==> src/rtl/mult_arbiter.sv <==
`default_nettype none
// ============================================================================
// Module      : mult_arbiter
// Description : Round-robin arbiter and sequencer sharing one Booth multiplier
//               among NREQ requesters. Picks a pending request, latches that
//               requester's operands, pulses mul_start, waits for mul_valid
//               and returns the product with a one-cycle done pulse.
//               Optional watchdog on the WAIT state: define
//               MULT_ARB_TIMEOUT_EN to abort after TMO WAIT cycles with err.
// Revision    : 1.0 - initial release
// ============================================================================
module mult_arbiter #(
   parameter int nb   = 4,
   parameter int NREQ = 4,
   parameter int TMO  = 4*nb
) (
   input  logic               clk,
   input  logic               rst,
   input  logic [NREQ-1:0]    req,
   input  logic [NREQ*nb-1:0] a_in,
   input  logic [NREQ*nb-1:0] b_in,
   output logic [NREQ-1:0]    grant,
   output logic [NREQ-1:0]    done,
   output logic [2*nb-1:0]    result,
   output logic               err,
   output logic               busy,
   output logic               mul_start,
   output logic [nb-1:0]      mul_a,
   output logic [nb-1:0]      mul_b,
   input  logic               mul_valid,
   input  logic [2*nb-1:0]    mul_product
);

   localparam int PW = $clog2(NREQ);

   typedef enum logic [1:0] {
      S_IDLE  = 2'd0,
      S_ISSUE = 2'd1,
      S_WAIT  = 2'd2,
      S_RESP  = 2'd3
   } state_t;

   state_t          state;
   state_t          state_nxt;
   logic [PW-1:0]   ptr;
   logic [PW-1:0]   idx;
   logic [PW-1:0]   sel_idx;
   logic            sel_found;
   logic [NREQ-1:0] idx_onehot;
   logic            timeout_hit;

   assign idx_onehot = {{(NREQ-1){1'b0}}, 1'b1} << idx;

   // Round-robin search: first requester at or above ptr, wrapping to 0
   always_comb begin
      int j;
      j         = 0;
      sel_idx   = ptr;
      sel_found = 1'b0;
      for (int i = 0; i < NREQ; i++) begin
         j = int'(ptr) + i;
         if (j >= NREQ) begin
            j = j - NREQ;
         end
         if (!sel_found && req[j]) begin
            sel_idx   = PW'(j);
            sel_found = 1'b1;
         end
      end
   end

`ifdef MULT_ARB_TIMEOUT_EN
   localparam int CW = $clog2(TMO + 1);

   logic [CW-1:0] wait_cnt;
   logic          tmo_flag;

   assign timeout_hit = (state == S_WAIT) && !mul_valid && (wait_cnt == CW'(TMO - 1));
   assign err         = (state == S_RESP) && tmo_flag;

   // Watchdog: count WAIT cycles without mul_valid; flag an abort for RESP
   always_ff @(posedge clk or posedge rst) begin
      if (rst) begin
         wait_cnt <= '0;
         tmo_flag <= 1'b0;
      end else if (state == S_ISSUE) begin
         wait_cnt <= '0;
         tmo_flag <= 1'b0;
      end else if (state == S_WAIT) begin
         if (timeout_hit) begin
            tmo_flag <= 1'b1;
         end else if (!mul_valid) begin
            wait_cnt <= wait_cnt + CW'(1);
         end
      end
   end
`else
   // TMO is a positive count, so this is constant 0: WAIT ends only on mul_valid
   assign timeout_hit = (TMO < 0);
   assign err         = 1'b0;
`endif

   // State register
   always_ff @(posedge clk or posedge rst) begin
      if (rst) begin
         state <= S_IDLE;
      end else begin
         state <= state_nxt;
      end
   end

   // Next-state and control outputs decoded from the current state
   always_comb begin
      state_nxt = state;
      mul_start = 1'b0;
      grant     = '0;
      done      = '0;
      busy      = 1'b0;
      case (state)
         S_IDLE: begin
            if (sel_found) begin
               state_nxt = S_ISSUE;
            end
         end
         S_ISSUE: begin
            mul_start = 1'b1;
            grant     = idx_onehot;
            busy      = 1'b1;
            state_nxt = S_WAIT;
         end
         S_WAIT: begin
            grant = idx_onehot;
            busy  = 1'b1;
            if (mul_valid || timeout_hit) begin
               state_nxt = S_RESP;
            end
         end
         S_RESP: begin
            grant     = idx_onehot;
            done      = idx_onehot;
            busy      = 1'b1;
            state_nxt = S_IDLE;
         end
         default: begin
            state_nxt = S_IDLE;
         end
      endcase
   end

   // Datapath: operand latch in IDLE, product capture in WAIT, pointer advance in RESP
   always_ff @(posedge clk or posedge rst) begin
      if (rst) begin
         ptr    <= '0;
         idx    <= '0;
         mul_a  <= '0;
         mul_b  <= '0;
         result <= '0;
      end else begin
         case (state)
            S_IDLE: begin
               if (sel_found) begin
                  idx   <= sel_idx;
                  mul_a <= a_in[sel_idx*nb +: nb];
                  mul_b <= b_in[sel_idx*nb +: nb];
               end
            end
            S_WAIT: begin
               if (mul_valid) begin
                  result <= mul_product;
               end else if (timeout_hit) begin
                  result <= '0;
               end
            end
            S_RESP: begin
               ptr <= (idx == PW'(NREQ - 1)) ? '0 : idx + PW'(1);
            end
            default: begin
            end
         endcase
      end
   end

endmodule
`default_nettype wire

==> config.mk <==
export PLATFORM = sky130hd
export DESIGN_NAME = mult_arbiter
export DESIGN_NICKNAME = d
export VERILOG_FILES = /design/src/rtl/mult_arbiter.sv
export SDC_FILE = /design/constraint.sdc
export NUM_CORES = 1
export LEC_CHECK = 0
export ABC_AREA = 1
export BUFFER_PORTS_ARGS = -buffer_cell sky130_fd_sc_hd__buf_2
export CORE_MARGIN = 2
export CORE_UTILIZATION = 52
export DETAILED_ROUTE_END_ITERATION = 6
export GPL_TIMING_DRIVEN = 1
export PLACE_DENSITY = 0.84
export SLEW_MARGIN = 0
export SYNTH_ARGS = -nofsm -noshare
export SYNTH_HDL_FRONTEND = slang
export SYNTH_SLANG_ARGS = --single-unit
==> constraint.sdc <==
create_clock -name clk -period 5.4 [get_ports clk]
set_input_delay 1.08 -clock clk [delete_from_list [all_inputs] [get_ports clk]]
set_output_delay 1.08 -clock clk [all_outputs]
set_load 0.03 [all_outputs]
== Word level (Yosys, flattened, before mapping) ==
Index checks and enable logic that the tools add are counted.

* Reduce and logical (&&, ||, !) cells: 11
* Add/sub/neg operators: 8
* Shifts and indexed selects: 3
* $mul: 0
* Eq/ne operators: 6
* Order comparisons: 8
* Multiplexer cells: 32
* Divide/modulo/power cells: 0
* Bitwise logic cells: 0

{| class="wikitable"
|+ Operator list
! kind !! number
|-
| 32-bit by 4-bit < comparator with 1-bit output (second input constant) || 4
|-
| 32-bit 2-to-1 mux || 4
|-
| 16-bit by 5-bit indexed part select with 4-bit output || 2
|-
| 1-bit 2-to-1 mux || 14
|-
| 2-bit 2-to-1 mux || 7
|-
| 3-bit by 3-bit subtractor with 4-bit output (second input constant) || 3
|-
| 3-bit >= comparator (second input constant) || 3
|-
| 1-bit binary-select mux with 2-bit select || 4
|-
| 4-bit 2-to-1 mux || 2
|-
| 2-bit case mux with 4 select lines || 1
|-
| 2-bit by 2-bit adder with 3-bit output (second input constant) || 2
|-
| 2-bit == test (second input constant) || 3
|-
| 2-bit AND reduction || 3
|-
| 2-bit != test (second input constant) || 2
|-
| 1-bit by 2-bit << shifter with 4-bit output (first input constant) || 1
|-
| 2-bit by 3-bit subtractor with 4-bit output (second input constant) || 1
|-
| 2-bit by 1-bit adder with 3-bit output (second input constant) || 1
|-
| 2-bit by 3-bit >= comparator with 1-bit output (second input constant) || 1
|-
| 1-bit logical AND || 3
|-
| 1-bit zero test || 3
|-
| 3-bit OR reduction || 1
|-
| 2-bit by 1-bit adder with 2-bit output (second input constant) || 1
|-
| 2-bit by 1-bit == test with 1-bit output (second input constant) || 1
|-
| 2-bit zero test || 1
|}

* Latch bits: 0
* Bits in read-only memories: 0
* Register bits: 22
* Memories kept: 0
* Logic and storage cells: 74
* RAM bits: 0
* Bits of input ports: 47

== Longest topological paths before layout ==
* Depth after elaboration: 17
* Mapped depth: 18

== Worst setup path after synthesis ==
Ideal clock, no wire load.

* Kind: input -> register
* Start point: input req[0]
* End point: register mul_a[3]
* Setup slack: 3.114 ns
* Stages on the path: 13
* Arrival time: 2.169 ns
* Setup time: 0.117 ns
* Data required time: 5.283 ns
* Path through: nand2_1 > nand3_1 > nand2_1 > nand4_4 > nand2_4 > nand2_4 > buf_12 > nand2_2 > nand2_1 > nand2_1 > nand2_1 > nand2_1 > nand2_1

* Word-level cells in the longest chain between the ends: 14
* Elaborated cells between the ends (all ways): 28

{| class="wikitable"
|+ Ends and longest elaborated chain
! item !! line !! source
|-
| start: declaration || 19 || <nowiki>input logic [NREQ-1:0] req,</nowiki>
|-
| 1-bit binary-select mux with 2-bit select || 65 || <nowiki>if (!sel_found && req[j]) begin</nowiki>
|-
| 1-bit 2-to-1 mux (not written as such) (2 in series) || 65 ||
|-
| 1-bit 2-to-1 mux || 65 ||
|-
| 1-bit zero test || 65 ||
|-
| 1-bit logical AND || 65 ||
|-
| 1-bit 2-to-1 mux || 65 ||
|-
| 1-bit zero test || 65 ||
|-
| 1-bit logical AND || 65 ||
|-
| 1-bit 2-to-1 mux || 65 ||
|-
| 1-bit zero test || 65 ||
|-
| 1-bit logical AND || 65 ||
|-
| 2-bit 2-to-1 mux / 1-bit 2-to-1 mux (equally long branches) || 65 ||
|-
| 16-bit by 5-bit indexed part select with 4-bit output / 2-bit AND reduction (equally long branches) || -- ||
|-
| end signal: assignment || 163 || <nowiki>mul_a <= a_in[sel_idx*nb +: nb];</nowiki>
|-
| end: declaration || 28 || <nowiki>output logic [nb-1:0] mul_a,</nowiki>
|}

Parallel ways exist; a longest one is shown, timed or not. The select of a mux whose other input is x is not followed.
A chain may end at the register's enable or synchronous reset.

== Final worst setup path ==
* Start point: register ptr[0]
* End point: register mul_b[0]

* Word-level cells in the longest chain between the ends: 16
* Elaborated cells between the ends (all ways): 43

{| class="wikitable"
|+ Ends and longest elaborated chain
! item !! line !! source
|-
| start: declaration || 45 || <nowiki>logic [PW-1:0] ptr;</nowiki>
|-
| start signal: assignment || 175 || <nowiki>ptr <= (idx == PW'(NREQ - 1)) ? '0 : idx + PW'(1);</nowiki>
|-
| parallel branches: the longest is 16 deep, another holds 3-bit by 3-bit subtractor with 4-bit output || -- ||
|-
| end signal: assignment || 164 || <nowiki>mul_b <= b_in[sel_idx*nb +: nb];</nowiki>
|-
| end: declaration || 29 || <nowiki>output logic [nb-1:0] mul_b,</nowiki>
|}

Parallel ways; which one is timed is not known. The select of a mux whose other input is x is not followed.

==> flow_summary.toml <==
[cells_and_area]
antenna_cells = 0
final_util_pct = 65.84
area_growth_pct = 20.69
multi_input_comb_area_um2 = 1114
fin_nets = 386
seqCellArea_um2 = 550.5
drive_gt1_share_pct = 36.28
nFillCells = 334

[critical_path]
critPathMaxFanout = 13
slowest_delay_ns = 0.68
crit_path_end_kind = "flip-flop"
crit_chain = "inv_2, nand2_1, nand2_2, nand2_2, nand2_4, nor2_4, nand2_1, o21ai_1, inv_1, nand2_1, nand2_1"
setup.worst_path.start_class = "flip-flop"
arrival_ns = 2.93
worstSetupPathType = "flip-flop to flip-flop"
critical-path-slowest-cell = "dfrtp_1"
cpMostUsedCell = "nand2_1"
cp_data_required_time_ns = 5.59

[clock_network]
htreeDepth = 1
post_cts_resized = 0
clock_sinks = 22
cts_setup_buffers = 0
clk-insertion-delay-late_ns = 0.30
clock_tree.root_cell = "clkbuf_4"
hold_buffers = 0
cts_tree = "built"
cts_made_buffers = 3
clock_path_buffers = 2
path_clk_slew_ns = 0.11

[placement]
port_buffers = 72
gp_congestion = 0.8202
hpwl_mm = 3.346

[timing]
fmax_mhz = 365.5
setup_tns_ns = 0
finalHoldViolCount = 0
final_max_slew_viol_count = 0
fin_skew_ns = 0.004896
worst_pin_slew_ns = 0.7969
post-route-min-period_ns = 2.736
period_share_pct = 50.67
rsz0062_at_grt = "no"
setup_violations = 0
maxSlewHeadroom_pct = 46.52

[global_routing]
gr-total-overflow = 0
grt_pass1_wl_mm = 7.065
grt_util_all_layers_pct = 21.73
first_global_vias = 1640
antenna_found_initial = 0
grt_max_degree = 23

[floorplan]
die_y_um = 63.17
initial_utilization_pct = 54.56
fp.dieW_um = 63.17
die_area_um2 = 3990
ios = 74
core_um2 = 3337
rows = 21

[pwr]
total_leakage_power_nw = 1.347
power_density_nw_per_um2 = 705.2
vdd_drop_max_mv = 0.3658

[routing]
drc = 0
dr.first_iter.drc_count = 63
via_per_inst = 4.901
dr.pass1.iters = 4
ant_nets = 0
wl_per_cell_um = 11.03
wirelength_mm = 4.124
vias = 1833

[synth]
netlist_top_cells_area = "dfrtp_1 (30%), nand2_1 (23%), nand2_2 (8.2%)"
yosysTopAreaCell = "dfrtp_1"
synth.distinct_cells = 22
synthTopCellsByCount = "nand2_1 (113), nand3_1 (27), nand2_2 (24)"
yosysMostFrequentCell = "nand2_1"
synth-seq-area-share_pct = 30.24
avgSynthCellArea_um2 = 7.002
synth_top_cell_area_share_pct = 30.24
synth_flop_cell = "dfrtp_1"
synthesis.nets = 316
synth-seq-cells = 22
async_flop_share_pct = 100.0
synth_area_um2 = 1820
ys_warn_count = 0
synth_cells = 260
synth_enable_flop_cells = 0

[flow_run]
drv_cap = 0

[outcome]
status = "completed"

[min_path]
min_path_type = "flip-flop to flip-flop"
[area by class of cell]
cell class / count / share of cell area [%]
clock buffer: 3 / 1.025
tap: 46 / 2.620
multi-input combinational: 207 / 50.68
sequential: 22 / 25.06
inverter: 24 / 4.214
timing repair buffer: 72 / 16.40
[flip-flops by register name, summed over array words and instances, names as in the netlist]
signal	count
mul_b	4
result	8
ptr	2
state	2
mul_a	4
idx	2
[metrics by stage]
step	hold WS [ns]	power (mW)	cell area, um^2	cells	setup WS [ns]
after global placement	0.4635	1.458	2175	371	2.517
after CTS	0.4892	1.559	2197	374	2.666
after global routing	0.5149	1.709	2197	374	2.346
after floorplan	0.5027	1.281	1821	260	3.114
final	0.4887	1.549	2197	374	2.664
after detailed placement	0.4615	1.487	2175	371	2.416
[path summary, 6_finish.rpt]
| kind | from | to | slack [ns] | cells after the start |
|---|---|---|---|---|
| worst max-delay path | ptr[0] | mul_b[0] | 2.66 | 11 |
| worst min-delay path | mul_b[1] | mul_b[1] | 0.49 | 2 |
| worst max register to register | ptr[0] | mul_b[0] | 2.66 | 11 |
| worst min register to register | mul_b[1] | mul_b[1] | 0.49 | 2 |
| max in group asynchronous | rst | mul_a[0] | 4.00 | 2 |
| min in group asynchronous | rst | mul_a[1] | 0.91 | 2 |
[power by group]
part | internal [mW] | leakage [nW] | switching, mW
logic | 0.360 | 1.06 | 0.799
clock network | 0.0260 | 0.0138 | 0.0438
registers | 0.248 | 0.268 | 0.0732
[cells in the final DEF (no fill, tap or decap)]
master	instances
a21oi_1	1
buf_2	72
clkbuf_4	3
conb_1	1
dfrtp_1	22
ha_1	9
inv_1	22
inv_2	1
inv_4	1
mux2_2	8
nand2_1	113
nand2_2	24
nand2_4	6
nand3_1	27
nand3_2	1
nand4_4	2
nor2_1	7
nor2_4	1
o21ai_0	6
o21ai_1	1
[cell families (layout without fill, tap and decap cells)]
family / Yosys count / count (layout) / synth area share, %
and+or+nand+nor: 181 / 181 / 47.63
DFF: 22 / 22 / 30.24
other: 1 / 1 / 0.2060
AOI/OAI and AO/OA: 8 / 8 / 2.199
muxes: 8 / 8 / 4.949
adders and majority gates: 9 / 9 / 6.186
buffers and inverters: 31 / 99 / 8.591
[per-layer routing]
metal | vias up | GRT usage [%] | wire (um)
met4 | 0 | 6.793 | 82
met1 | 828 | 27.17 | 1749
li1 | 942 | - | -
met2 | 55 | 38.30 | 2063
met3 | 8 | 3.571 | 229
met5 | - | 0 | 0
[critical path, delay by kind of cell, from the launching register on]
family	cells	cell delay, ns
flops	1	0.68
buf+inv	2	0.50
simple gates	8	0.81
compound gates	1	0.63
(Power assumes the default switching activity.)
